File: src/rtl/nic_pkg.sv
`default_nettype none
// ============================================================================
// Module   : nic_pkg
// Brief    : Shared constants for the NIC: PE register map and default widths.
// Revision : 1.0 - initial release
// ============================================================================
package nic_pkg;

    localparam int DEF_DATA_W = 64;
    localparam int DEF_VC_BIT = 63;
    localparam int DROP_CNT_W = 16;

    typedef enum logic [1:0] {
        ADDR_IN_BUF   = 2'b00,
        ADDR_IN_STAT  = 2'b01,
        ADDR_OUT_BUF  = 2'b10,
        ADDR_OUT_STAT = 2'b11
    } nic_addr_e;

endpackage
`default_nettype wire

File: src/rtl/nic_chan_buf.sv
`default_nettype none
// ============================================================================
// Module   : nic_chan_buf
// Brief    : One-entry packet buffer with full flag; load wins over clear.
// Revision : 1.0 - initial release
// ============================================================================
module nic_chan_buf #(
    parameter int WIDTH = 64
) (
    input  logic             clk,
    input  logic             reset,
    input  logic             i_load,
    input  logic [WIDTH-1:0] i_data,
    input  logic             i_clear,
    output logic [WIDTH-1:0] o_data,
    output logic             o_full
);

    logic [WIDTH-1:0] r_data;
    logic             r_full;

    always_ff @(posedge clk) begin
        if (reset) begin
            r_data <= '0;
            r_full <= 1'b0;
        end else if (i_load) begin
            r_data <= i_data;
            r_full <= 1'b1;
        end else if (i_clear) begin
            r_full <= 1'b0;
        end
    end

    assign o_data = r_data;
    assign o_full = r_full;

endmodule
`default_nettype wire

File: src/rtl/nic.sv
`default_nettype none
// ============================================================================
// Module   : nic
// Brief    : PE <-> router network interface with one packet buffer per
//            direction. Define NIC_DROP_CNT_EN to add a dropped-write counter.
// Revision : 1.0 - initial release
// ============================================================================
module nic
    import nic_pkg::*;
#(
    parameter int DATA_W = DEF_DATA_W,
    parameter int VC_BIT = DEF_VC_BIT
) (
    input  logic              clk,
    input  logic              reset,
    input  logic [1:0]        addr,
    input  logic [DATA_W-1:0] d_in,
    output logic [DATA_W-1:0] d_out,
    input  logic              nicEn,
    input  logic              nicWrEn,
    input  logic              net_si,
    output logic              net_ri,
    input  logic [DATA_W-1:0] net_di,
    output logic              net_so,
    input  logic              net_ro,
    output logic [DATA_W-1:0] net_do,
    input  logic              net_polarity
);

    logic                  w_rd;
    logic                  w_wr;
    logic                  w_in_load;
    logic                  w_in_clear;
    logic                  w_in_full;
    logic [DATA_W-1:0]     w_in_data;
    logic                  w_out_load;
    logic                  w_out_full;
    logic [DATA_W-1:0]     w_out_data;
    logic [DROP_CNT_W-1:0] w_drop_cnt;
    logic [DATA_W-1:0]     w_out_stat;
    logic [DATA_W-1:0]     r_d_out;

    assign w_rd = nicEn & ~nicWrEn;
    assign w_wr = nicEn & nicWrEn;

    assign w_in_load  = net_si & ~w_in_full;
    assign w_in_clear = w_rd & (addr == ADDR_IN_BUF) & w_in_full;
    assign w_out_load = w_wr & (addr == ADDR_OUT_BUF) & ~w_out_full;

    // Gated by reset so a buffered packet cannot leave in the reset cycle.
    assign net_so = ~reset & w_out_full & net_ro & (w_out_data[VC_BIT] == net_polarity);
    assign net_ri = ~w_in_full;
    assign net_do = w_out_data;

    nic_chan_buf #(.WIDTH(DATA_W)) u_in_buf (
        .clk     (clk),
        .reset   (reset),
        .i_load  (w_in_load),
        .i_data  (net_di),
        .i_clear (w_in_clear),
        .o_data  (w_in_data),
        .o_full  (w_in_full)
    );

    nic_chan_buf #(.WIDTH(DATA_W)) u_out_buf (
        .clk     (clk),
        .reset   (reset),
        .i_load  (w_out_load),
        .i_data  (d_in),
        .i_clear (net_so),
        .o_data  (w_out_data),
        .o_full  (w_out_full)
    );

`ifdef NIC_DROP_CNT_EN
    logic                  w_drop_event;
    logic [DROP_CNT_W-1:0] r_drop_cnt;

    assign w_drop_event = w_wr & (addr == ADDR_OUT_BUF) & w_out_full;

    always_ff @(posedge clk) begin
        if (reset) begin
            r_drop_cnt <= '0;
        end else if (w_drop_event && (r_drop_cnt != {DROP_CNT_W{1'b1}})) begin
            r_drop_cnt <= r_drop_cnt + 1'b1;
        end
    end

    assign w_drop_cnt = r_drop_cnt;
`else
    assign w_drop_cnt = '0;
`endif

    always_comb begin
        w_out_stat                  = '0;
        w_out_stat[0]               = w_out_full;
        w_out_stat[16+:DROP_CNT_W]  = w_drop_cnt;
    end

    always_ff @(posedge clk) begin
        if (reset) begin
            r_d_out <= '0;
        end else if (w_rd) begin
            case (addr)
                ADDR_IN_BUF:   r_d_out <= w_in_data;
                ADDR_IN_STAT:  r_d_out <= DATA_W'(w_in_full);
                ADDR_OUT_STAT: r_d_out <= w_out_stat;
                default:       r_d_out <= r_d_out;
            endcase
        end
    end

    assign d_out = r_d_out;

endmodule
`default_nettype wire

File: config.mk
export PLATFORM = sky130hd
export DESIGN_NAME = nic
export DESIGN_NICKNAME = d
export VERILOG_FILES = /design/src/rtl/nic_pkg.sv /design/src/rtl/nic_chan_buf.sv /design/src/rtl/nic.sv
export SDC_FILE = /design/constraint.sdc
export NUM_CORES = 1
export LEC_CHECK = 0
export ABC_AREA = 1
export ABC_CLOCK_PERIOD_IN_PS = 1400
export BUFFER_PORTS_ARGS = -buffer_cell sky130_fd_sc_hd__buf_2
export CAP_MARGIN = 15
export CORE_MARGIN = 1.5
export CORE_UTILIZATION = 45
export CTS_CLUSTER_SIZE = 24
export DETAILED_ROUTE_END_ITERATION = 10
export GPL_ROUTABILITY_DRIVEN = 0
export PLACE_DENSITY = 0.74
export SLEW_MARGIN = 25
export SYNTH_ARGS = -nofsm -noshare
export SYNTH_HDL_FRONTEND = slang
export SYNTH_SLANG_ARGS = --single-unit
File: constraint.sdc
create_clock -name clk -period 1.4 [get_ports clk]
set_input_delay 0.21 -clock clk [delete_from_list [all_inputs] [get_ports clk]]
set_output_delay 0.21 -clock clk [all_outputs]
set_load 0.005 [all_outputs]
After elaboration in Yosys (flattened, before gate mapping)
Cells that the tools add are included.

cells by class
  reduce and logical (&&, ||, !) cells = 5
  eq/ne operators = 4
  multiplexer cells = 5
  bitwise logic cells = 14

operators by type and width
  kind                                                                   count
  64-bit one-hot mux with 3 select lines                                 1
  1-bit AND                                                              10
  2-bit equality test, second input constant                             2
  1-bit two-way mux                                                      4
  1-bit NOT                                                              4
  2-bit nonzero test                                                     2
  3-bit nonzero test                                                     1
  2-bit by 1-bit equality test with 1-bit output, second input constant  1
  2-bit logical NOT                                                      1
  2-bit AND reduction                                                    1
  1-bit equality test                                                    1

storage, ports and cells
  output and inout port bits = 130
  logic and storage cells = 33
  input bits = 137
  flip-flop bits (word level) = 194

Longest topological paths before layout
Gate-level depths: netlist of run 1.

  word-level depth = 6
  mapped depth = 8
  gate-level depth less buffers = 6

By module
Synthesis of run 1 repeated with hierarchy kept, for this count alone.

unflattened totals
  cells, all modules = 871
  area, all modules = 7115.6 um^2

by module, submodules not included
  module        area each (um^2)  seq. area each (um^2)  cells each  instances
  nic_chan_buf  2296.0            1301.2                 282         2
  nic           2523.7            1281.2                 307         1

Worst setup path before layout of run 1
No wires, ideal clock.

  kind = reg2reg
  start point = register u_out_buf.r_full, in the netlist u_out_buf.o_full
  end point = register u_out_buf.r_data[10], in the netlist u_out_buf.o_data[10]
  buffers on the path = 2
  period minus slack after synthesis = 1099 ps
  slack = 301 ps
  arrival = 986 ps
  cell stages (with the launch flop) = 9
  cells stage by stage = dfxtp_1 -> inv_1 -> nand3_1 -> nor2_1 -> buf_4 -> buf_4 -> nand2_1 -> nand2_1 -> nor2_1

between the ends
  longest elaborated chain between the ends = 2

ends and longest elaborated chain
  element                   line                text
  start: declaration        nic_chan_buf.sv:20  logic r_full;
  start signal: assignment  nic_chan_buf.sv:25  r_full <= 1'b0;
  start signal: assignment  nic_chan_buf.sv:28  r_full <= 1'b1;
  start signal: assignment  nic_chan_buf.sv:30  r_full <= 1'b0;
  1-bit NOT                 nic.sv:48           assign w_out_load = w_wr & (addr == ADDR_OUT_BUF) & ~w_out_full;
  1-bit AND                 nic.sv:48
  end signal: assignment    nic_chan_buf.sv:27  r_data <= i_data;
  end: declaration          nic_chan_buf.sv:19  logic [WIDTH-1:0] r_data;

Every way passes these cells.
A chain may end at the register's enable or synchronous reset.

Worst setup path in the final report of run 1
  start point = register u_out_buf.r_data[63], in the netlist u_out_buf.o_data[63]
  end point = output port net_so

between the ends
  longest elaborated chain between the ends = 2

ends and longest elaborated chain
  element              line       text
  1-bit equality test  nic.sv:51  assign net_so = ~reset & w_out_full & net_ro & (w_out_data[VC_BIT] == net_polarity);
  1-bit AND            nic.sv:51
  end: declaration     nic.sv:24  output logic net_so,

Every way passes these cells.

==> results of run 1 <==
==> cell usage after synthesis, drive strengths merged <==
library cell	instances
inv	76
dfxtp	194
buf	41
a21oi	65
nor2	265
clkbuf	26
o21ai	66
nand3	64
nand2	205
==> sequential cells by signal, summed over array words and instances, names as in the netlist <==
| name | count |
|---|---|
| u_out_buf.o_data | 64 |
| d_out | 64 |
| u_in_buf.o_data | 64 |
| u_in_buf.o_full | 1 |
| u_out_buf.o_full | 1 |
==> timing repair <==
item | in CTS | in global routing
resized for setup | 3 | 10
setup buffers | 2 | 1
endpoints found under the hold margin | 0 | 0
pin swaps | 2 | 5
endpoints found under the setup margin | 1 | 10
hold buffers | 0 | 0
==> report_power, final <==
group,internal [mW],switching [mW],total [mW]
sequential,5.76,0.122,5.88
clock,2.67,2.10,4.77
combinational,0.495,0.655,1.15
total,8.92,2.88,11.8
==> layer usage <==
layer,routed length (um),global-route usage,vias to the layer above
li1,-,-,3583
met1,8380,0.280,3039
met2,8580,0.346,240
met3,1590,0.0709,19
met4,267,0.0739,0
met5,0,0,-
==> worst max path at each step <==
stage                                                    to  slack, ns  cells past startpoint
final                                                net_so       0.05                      6
after global routing                                 net_so      -0.05                      6
after CTS                                            net_so      -0.05                      5
after detailed placement      u_out_buf.o_full$_SDFFE_PP0P_       0.07                      7
after global placement     u_out_buf.o_data[6]$_SDFFE_PP0P_        0.1                      8
after floorplan           u_out_buf.o_data[10]$_SDFFE_PP0P_       0.30                      8
==> kinds of logic after synthesis <==
family,Yosys count,synth area share
flip-flops,194,0.536
buffers and inverters,143,0.0852
AO/OA/AOI/OAI,131,0.0905
AND/OR/NAND/NOR,534,0.288
==> worst max-delay path, stage by stage, from the launching register on <==
cell and delay, ns:
dfxtp_4 0.36, inv_2 0.03, nand2_2 0.06, nand2_2 0.06
nand2_2 0.07, inv_2 0.04, buf_6 0.11
==> metrics by stage <==
| step | total power [mW] | utilization | instances | TNS, ns |
|---|---|---|---|---|
| floorplan | 6.64 | - | 1002 | 0 |
| global placement | 7.14 | 0.561 | 1441 | 0 |
| detailed placement | 7.16 | 0.561 | 1441 | 0 |
| CTS | 11.9 | 0.597 | 1472 | -0.0456 |
| global route | 12.3 | 0.600 | 1473 | -0.0468 |
| finish | 11.8 | 0.600 | 1473 | 0 |
==> layout make-up <==
type                       instances  area [um2]  area share
timing repair buffer             292        1710       0.180
clock inverter                    12         130      0.0137
inverter                          76         287      0.0302
tap                              216         270      0.0284
clock buffer                      18         439      0.0462
sequential                       194        3890       0.409
multi-input combinational        665        2780       0.292
==> reports/metrics.cfg, run 1 <==
[min_path]
min_path_cells=3
hold_path_class=in2reg
min_to=u_in_buf.o_data[54]$_SDFFE_PP0P_
min-delay-start=net_di[54]

[grt]
grt_antenna_before_repair=0
first_global_vias=5877
grt_max_degree=77
grt_pass1_wl_mm=28.9
gr-total-overflow=0
grt_use_total=0.218

[placement]
dpl_cell_area_mm2=0.00887
io_buffers=266
pre_cts_slack_ns=0.0654
hpwl_mm=12.7

[die]
io_pins=267
core.rowCount=46
fp.dieArea_mm2=0.0169
start_util=0.458
core_area_mm2=0.0158
dieHeight_um=130
die_w_um=130

[logic_synthesis]
synth-seq-cells=194
yosysTopAreaCellShare=0.536
seq_area_frac_synth=0.536
synth-warning-count=0
synth_top_cell_by_area=dfxtp_1
synth_area_leaders=dfxtp_1, nor2_1, nand2_1
synth_cell_type_count=14
synthCells=1002
syn_area_mm2=0.00724
syn_area_per_cell_um2=7.23
synth_nets=1139

[clock_tree]
clock-root-buffer=clkbuf_16
h-tree-depth=4
clock_sinks=194
cts.clk_slew.worst_paths_ns=0.07
cts_made_buffers=17
cts_buffer_depth=2
cts_tree=built
clk_latency_ns=0.42

[route]
wl_per_cell_um=12.8
drt-total-wl_mm=18.8
ant_nets=0
vias_per_cell=4.67
drcViolationCount=0
drt_iter0_drc=400
vias=6881
firstDrtPassIters=4

[worst_setup_path]
startpoint=u_out_buf.o_data[63]$_SDFFE_PP0P_
cp_data_arrival_time_ns=1.14
reg2reg_slack_ns=0.10
worst-path-max-fanout=4
worstPathRequired_ns=1.19
end_kind=output pin
crit_type=reg2out
rr_worst_depth=7
start_kind=register
r2r_end=u_out_buf.o_full$_SDFFE_PP0P_
r2r-start=u_out_buf.o_full$_SDFFE_PP0P_

[timing]
worst_pin_slew_ns=0.389
clock_skew_ns=0.0104
maxSlewViolCount=0
holdWs_ns=0.0253
fmax_ghz=0.741
layout_setup_ws_ns=0.0510
setup_violations=0
rsz0062_at_grt=yes
min_period_over_period=0.964
slew_headroom=0.741
finalHoldViolCount=0
min_period_ns=1.35

[power_and_ir_drop]
max-vdd-ir-drop_mv=0.797
p_leak_nw=4.61
power.density_mw_per_mm2=1240

[cells_and_area]
syn_to_final_growth_pct=31.2
fillCellCount=1485
drive_gt1_frac=0.270
fin_area_mm2=0.00950
final_common_cell=buf_2
final_cell_mix=buf_2, nor2_1, nand2_1
antenna_cells=0
fin_nets=1383

[outcome]
outcome=completed

[run]
cap_violations=0

No activity file was read; power rests on OpenSTA's default activity.
==> inputs of run 2 (changes only) <==
Settings changed: SYNTH_HIERARCHICAL from default to 1.
==> run 2 against run 1 <==
Utilization up 3.6 points. Die area shrank 1.7%. Clock power grew 3%. Design area grew 2.5%. Cell count is 5.4% lower. Count of clock-buffer cells in the layout up 2. Combinational power about the same. Routed wire length is 10% higher. Sequential power about the same. Via count rose by 1.5%. Sequential cell count is the same. Critical endpoint unchanged.
==> reports/metrics.cfg, run 2 <==
[clock_tree]
cts.clk_slew.worst_paths_ns=0.07  ; about the same
cts_made_buffers=17  ; unchanged
cts_tree=built
cts_buffer_depth=2  ; unchanged
clk_latency_ns=0.42  ; about the same
clock_sinks=194  ; unchanged
clock-root-buffer=clkbuf_16
h-tree-depth=4  ; unchanged

[timing]
rsz0062_at_grt=yes
finalHoldViolCount=0  ; unchanged
clock_skew_ns=0.00822  ; -0.00221 ns
holdWs_ns=0.0179  ; -0.00737 ns
layout_setup_ws_ns=0.0497  ; -0.00133 ns
fmax_ghz=0.741  ; about the same
maxSlewViolCount=0  ; unchanged
slew_headroom=0.648  ; -0.0929
min_period_ns=1.35  ; +0.00133 ns
min_period_over_period=0.965  ; about the same
worst_pin_slew_ns=0.528  ; +0.139 ns
setup_violations=0  ; unchanged

[run]
cap_violations=0  ; unchanged

[logic_synthesis]
seq_area_frac_synth=0.546  ; +0.00962
synthArstFlopShare=0  ; unchanged
syn_area_per_cell_um2=8.17  ; +13%
synth_top_family_by_area=simple AND/OR/NAND/NOR gates
synthSimpleGateAreaFrac=0.235  ; -0.0532
ys.flop_type=dfxtp_1
synth_fa_ha_area_frac=0  ; unchanged
syn_area_mm2=0.00712  ; -1.8%
synth_cell_type_count=21  ; +7
synthCells=871  ; -13%
synth_nets=1008  ; -12%
synth.most_common_cell=nor2_1
synth-seq-cells=194  ; unchanged
synthMuxAreaShare=0  ; unchanged
synth_compound_area_frac=0.137  ; +0.0463
synth_top_cell_by_area=dfxtp_1
yosys-top-cells-count=nor2_1, dfxtp_1, o21ai_0
yosysTopAreaCellShare=0.546  ; +0.00962
synth_area_leaders=dfxtp_1, nor2_1, o21ai_0
yosys.area_share.xor_xnor=0.00123  ; +0.00123
synth-warning-count=6  ; +6
synth-edff-count=0  ; unchanged

[placement]
hpwl_mm=12.6  ; -0.79%
io_buffers=266  ; unchanged
pre_cts_slack_ns=0.0312  ; -0.0342 ns
dpl_cell_area_mm2=0.00850  ; -4.3%

[route]
ant_nets=0  ; unchanged
wl_per_cell_um=14.9  ; +17%
firstDrtPassIters=5  ; +1
vias=6986  ; +1.5%
drt-total-wl_mm=20.8  ; +10%
drcViolationCount=0  ; unchanged
vias_per_cell=5.02  ; +7.4%
drt_iter0_drc=549  ; +37%

[worst_setup_path]
end_kind=output pin
worst-path-max-fanout=3  ; -1
crit_type=reg2out
cp_data_arrival_time_ns=1.14  ; about the same
start_kind=register
worstPathRequired_ns=1.19  ; about the same

[grt]
grt_max_degree=66  ; -14%
grt_use_met2=0.397  ; +0.0512
grt_util_met1=0.303  ; +0.0223
grt_use_total=0.238  ; +0.0198
gr-total-overflow=0  ; unchanged
first_global_vias=6279  ; +6.8%
met3_usage=0.0669  ; -0.00399
grt_antenna_before_repair=0  ; unchanged
grt_pass1_wl_mm=31.4  ; +8.5%
top_usage_layer=met2

[cells_and_area]
final_common_cell=buf_2
final_cell_mix=buf_2, nor2_1, dfxtp_1
fin_area_mm2=0.00974  ; +2.5%
fin_nets=1307  ; -5.5%
antenna_cells=0  ; unchanged
syn_to_final_growth_pct=36.9
fin_util=0.636  ; +0.0358
drive_gt1_frac=0.309  ; +0.0383

[die]
start_util=0.465  ; +0.00700
die_w_um=129  ; -0.87%
fp.dieArea_mm2=0.0166  ; -1.7%
core.rowCount=45  ; -2.2%
dieHeight_um=129  ; -0.87%
core_area_mm2=0.0153  ; -3.2%
io_pins=267  ; unchanged

[power_and_ir_drop]
finalPower_mw=11.9  ; +1.1%
seq_power_share=0.493  ; -0.005
switching_share=0.240  ; -0.00390
power.density_mw_per_mm2=1220  ; -1.4%
p_leak_nw=4.56  ; -1.3%
power_frac_clock=0.410  ; +0.006
p_int_mw=9.07  ; +1.6%
switchingPower_mw=2.86  ; -0.54%
max-vdd-ir-drop_mv=0.826  ; +3.6%
share_comb_of_total_power=0.097  ; about the same

[min_path]
hold_path_class=in2reg

[outcome]
outcome=completed

==> run 2: what timing repair did <==
action,CTS,global route
pin swaps,1,2
hold endpoints to repair,52,0
setup endpoints to repair,1,65
hold buffers,52,0
gates cloned,0,3
resized for setup,2,14
buffers inserted,2,1
==> run 2: metrics by stage <==
step / TNS, ns / std cells
finish: 0 / 1393
global route: -0.139 / 1393
CTS: -0.000211 / 1389
detailed placement: 0 / 1305
global placement: 0 / 1305
floorplan: 0 / 871
==> run 2: power by group through the flow <==
stage	Sequential (mW)	Clock, mW	Combinational [mW]
after floorplan	5.99	0	0.591
after global placement	5.99	0	0.993
after detailed placement	6.00	0	1.01
after CTS	5.88	4.97	1.13
after global routing	5.91	5.20	1.27
final	5.88	4.89	1.16
==> run 2: kinds of logic after synthesis <==
group | after synthesis
compound gates | 193
xor+xnor | 1
buf+inv | 79
flops | 194
simple gates | 404
==> run 2: cell type report <==
class / count / area [um2]
Tap cell: 211 / 264
Fill cell: 1314 / 5570
Sequential cell: 194 / 3890
Multi-Input combinational cell: 598 / 2690
Clock inverter: 11 / 128
Timing Repair Buffer: 346 / 2250
Clock buffer: 20 / 467
Inverter: 13 / 58.8
==> run 2: path summary, 6_finish.rpt <==
path / from / end / slack [ns] / depth (start not counted)
worst min register to register: d_out[9]$_SDFFE_PP0P_ / d_out[9]$_SDFFE_PP0P_ / 0.46 / 2
worst max register to register: u_out_buf/o_full$_SDFFE_PP0P_ / u_out_buf/o_data[6]$_SDFFE_PP0P_ / 0.06 / 7
worst max-delay path: u_out_buf/o_data[63]$_SDFFE_PP0P_ / net_so / 0.05 / 3
worst min-delay path: net_di[8] / u_in_buf/o_data[8]$_SDFFE_PP0P_ / 0.02 / 3
==> run 2: layer usage <==
metal	vias up	share of wire
li1	3425	-
met1	3231	0.42
met2	309	0.49
met3	21	0.080
met4	0	0.012
met5	-	0
==> run 2: worst max-delay path: stages (launching register included) <==
cell and delay, ns:
dfxtp_2 0.34, xor2_1 0.19, nor2_2 0.05, buf_2 0.14
==> inputs of run 3 (changes only) <==
Settings changed: ABC_AREA 1 to 0, PLACE_DENSITY 0.74 to default, PLACE_DENSITY_LB_ADDON from default to 0.1, SLEW_MARGIN 25 to default.
==> run 3 against run 2 <==
Utilization shrank 3.8 points. Worst hold slack is essentially flat. Critical path depth increased by 3. Clock power grew 2%. The flow now finishes with violations (setup timing).
==> reports/metrics.cfg, run 3 <==
[outcome]
outcome=finished, violations left
failed_checks=setup timing

[timing]
fmax_ghz=0.677  ; -8.6%
maxSlewViolCount=0  ; unchanged
rsz0062_at_grt=yes
clock_skew_ns=0.0106  ; +0.00241 ns
worst_pin_slew_ns=0.387  ; -0.141 ns
setup_violations=63  ; +63
min_period_over_period=1.05  ; +0.0903
layout_setup_ws_ns=-0.0767  ; -0.126 ns
finalHoldViolCount=0  ; unchanged
holdWs_ns=0.0179  ; -0.0000208 ns
slew_headroom=0.742  ; +0.0940
min_period_ns=1.48  ; +0.126 ns

[worst_setup_path]
start_kind=register
reg2reg_slack_ns=-0.08  ; -0.14 ns
end_kind=register
worst-path-max-fanout=12  ; +9
cp_common_cell=buf_12
crit_slowest_cell=dfxtp_2
rr_worst_depth=6  ; -1
r2r_end=u_out_buf/o_data[0]$_SDFFE_PP0P_
crit_type=reg2reg
worstPathRequired_ns=1.71  ; +0.52 ns
crit_chain=buf_12 > nor4b_4 > buf_12 > buf_12 > mux2i_2 > nor2_1
r2r-start=u_out_buf/o_full$_SDFFE_PP0P_
cp_data_arrival_time_ns=1.78  ; +0.64 ns
slowest_delay_ns=0.34  ; about the same
crit_buf_inv=3  ; +2
cp_top_family=buffers and inverters

[power_and_ir_drop]
p_int_mw=9.11  ; +0.44%
seq_power_share=0.491  ; -0.002
p_leak_nw=4.21  ; -7.6%
switching_share=0.227  ; -0.0135
share_comb_of_total_power=0.084  ; -0.013
power.density_mw_per_mm2=1240  ; +1.6%
finalPower_mw=11.8  ; -1.3%
power_frac_clock=0.425  ; +0.015
switchingPower_mw=2.67  ; -6.9%
max-vdd-ir-drop_mv=0.816  ; -1.2%

[route]
drt-total-wl_mm=17.4  ; -16%
highest_layer=met4
firstDrtPassIters=4  ; -1
drt_iter0_drc=271  ; -51%
vias=5743  ; -18%
wl_per_cell_um=14.3  ; -3.7%
drcViolationCount=0  ; unchanged
drt-met1-wl_mm=7.61  ; -13%
ant_nets=0  ; unchanged
vias_per_cell=4.73  ; -5.6%
dr_wl_met2_mm=8.21  ; -19%
met3RoutedLength_mm=1.27  ; -23%

[logic_synthesis]
synth_nets=856  ; -15%
yosysTopAreaCellShare=0.536  ; -0.0102
synth-edff-count=0  ; unchanged
syn_area_per_cell_um2=10.1  ; +23%
synth-warning-count=6  ; unchanged
synth-seq-cells=194  ; unchanged
yosys-top-cells-count=dfxtp_1, nor2_1, mux2i_1
ys.flop_type=dfxtp_1
synthCells=719  ; -17%
synth.most_common_cell=dfxtp_1
synthArstFlopShare=0  ; unchanged
syn_area_mm2=0.00725  ; +1.9%
synth_cell_type_count=28  ; +33%
synth_area_leaders=dfxtp_1, mux2i_1, nor2_1
synth_top_cell_by_area=dfxtp_1
seq_area_frac_synth=0.536  ; -0.0102

[die]
io_pins=267  ; unchanged
fp.dieArea_mm2=0.0169  ; +1.9%
core_area_mm2=0.0158  ; +3.3%
start_util=0.458  ; -0.00652
die_w_um=130  ; +0.92%
core.rowCount=46  ; +2.2%
dieHeight_um=130  ; +0.92%

[grt]
gr-total-overflow=0  ; unchanged
grt_use_total=0.202  ; -0.0357
first_global_vias=5242  ; -17%
grt_antenna_before_repair=1  ; +1
grt_pass1_wl_mm=26.6  ; -15%
grt_max_degree=70  ; +6.1%

[placement]
pre_cts_slack_ns=-0.0631  ; -0.0943 ns
hpwl_mm=12.1  ; -4.1%
io_buffers=266  ; unchanged

[clock_tree]
cts_made_buffers=17  ; unchanged
clock_sinks=194  ; unchanged
h-tree-depth=4  ; unchanged
clock-root-buffer=clkbuf_16
clk_latency_ns=0.43  ; about the same
cts_buffer_depth=2  ; unchanged
cts.clk_slew.worst_paths_ns=0.07  ; about the same
cts_tree=built

[cells_and_area]
drive_gt1_frac=0.344  ; +0.0356
final_common_cell=buf_2
final_cell_mix=buf_2, dfxtp_1, nor2_1
fin_nets=1121  ; -14%
syn_to_final_growth_pct=30.5

[min_path]
min_path_cells=3  ; unchanged
min_to=u_out_buf/o_data[34]$_SDFFE_PP0P_
hold_path_class=in2reg
min-delay-start=d_in[34]

[run]
cap_violations=0  ; unchanged

run 3: changes by cell type in the layout (fill, tap and decap cells not counted), sizes merged, moves of 4 or more:
cell	change
dlygate4sd3	-50
buf	+8
inv	-10
nand3	-67
o21ai	-65
nand2	-7
nand2b	+4
nor2	-133
mux2i	+128
run 3: how the worst max path moves through the flow:
stage	slack (ns)	startpoint	to	cells past startpoint
after floorplan	0.09	u_out_buf/o_full$_SDFFE_PP0P_	u_out_buf/o_data[51]$_SDFFE_PP0P_	5
after global placement	-0.05	nicWrEn	u_out_buf/o_data[4]$_SDFFE_PP0P_	7
after detailed placement	-0.06	nicWrEn	u_out_buf/o_data[1]$_SDFFE_PP0P_	7
after CTS	-0.07	u_out_buf/o_full$_SDFFE_PP0P_	u_out_buf/o_data[17]$_SDFFE_PP0P_	6
after global routing	-0.13	u_out_buf/o_full$_SDFFE_PP0P_	u_out_buf/o_data[61]$_SDFFE_PP0P_	6
final	-0.08	u_out_buf/o_full$_SDFFE_PP0P_	u_out_buf/o_data[0]$_SDFFE_PP0P_	6
run 3: logic make-up after synthesis:
family,after synthesis,share of synthesized area
AND/OR/NAND/NOR,207,0.112
buffers and inverters,59,0.0835
multiplexers,128,0.177
XOR/XNOR,1,0.00121
AO/OA/AOI/OAI,130,0.0906
flip-flops,194,0.536
run 3: layout make-up:
| type | count | area, um2 |
|---|---|---|
| Clock buffer | 20 | 457 |
| Tap cell | 216 | 270 |
| Fill cell | 1438 | 6370 |
| Clock inverter | 11 | 151 |
| Sequential cell | 194 | 3890 |
| Multi-Input combinational cell | 466 | 2820 |
| Antenna cell | 1 | 2.50 |
| Timing Repair Buffer | 302 | 1860 |
| Inverter | 3 | 11.3 |
run 3: metal layers:
metal / vias up / GRT usage
li1: 2932 / -
met1: 2607 / 0.247
met5: - / 0
met4: 0 / 0.0765
met3: 23 / 0.0672
met2: 181 / 0.331
run 3: power groups by stage:
stage | sequential (mW) | combinational, mW | clock [mW]
2_1_floorplan | 5.90 | 0.612 | 0
4_1_cts | 5.78 | 0.993 | 5.13
6_report | 5.78 | 0.984 | 5.01
3_5_place_dp | 5.91 | 0.978 | 0
3_3_place_gp | 5.90 | 0.973 | 0
5_1_grt | 5.80 | 1.08 | 5.35
run 3: timing repair:
item | in CTS | in global routing
gates resized for setup | 5 | 4
pin swaps | 1 | 1
endpoints found under the setup margin | 1 | 64
hold buffers | 2 | 0
setup buffers | 2 | 1
endpoints found under the hold margin | 2 | 0
run 3: metrics by stage:
step                      cell area, um2  TNS (ns)  cells   util
after global routing                9460     -5.94   1213  0.598
after CTS                           9440     -3.04   1211  0.596
after global placement              8760     -1.63   1176  0.554
after detailed placement            8760     -1.90   1176  0.554
final                               9460     -2.62   1213  0.598
after floorplan                     7260         0    719      -
run 3: tightest hold or removal path, stage by stage:
cell and delay [ns]:
buf_2 0.07, mux2i_1 0.05, nor2_1 0.07
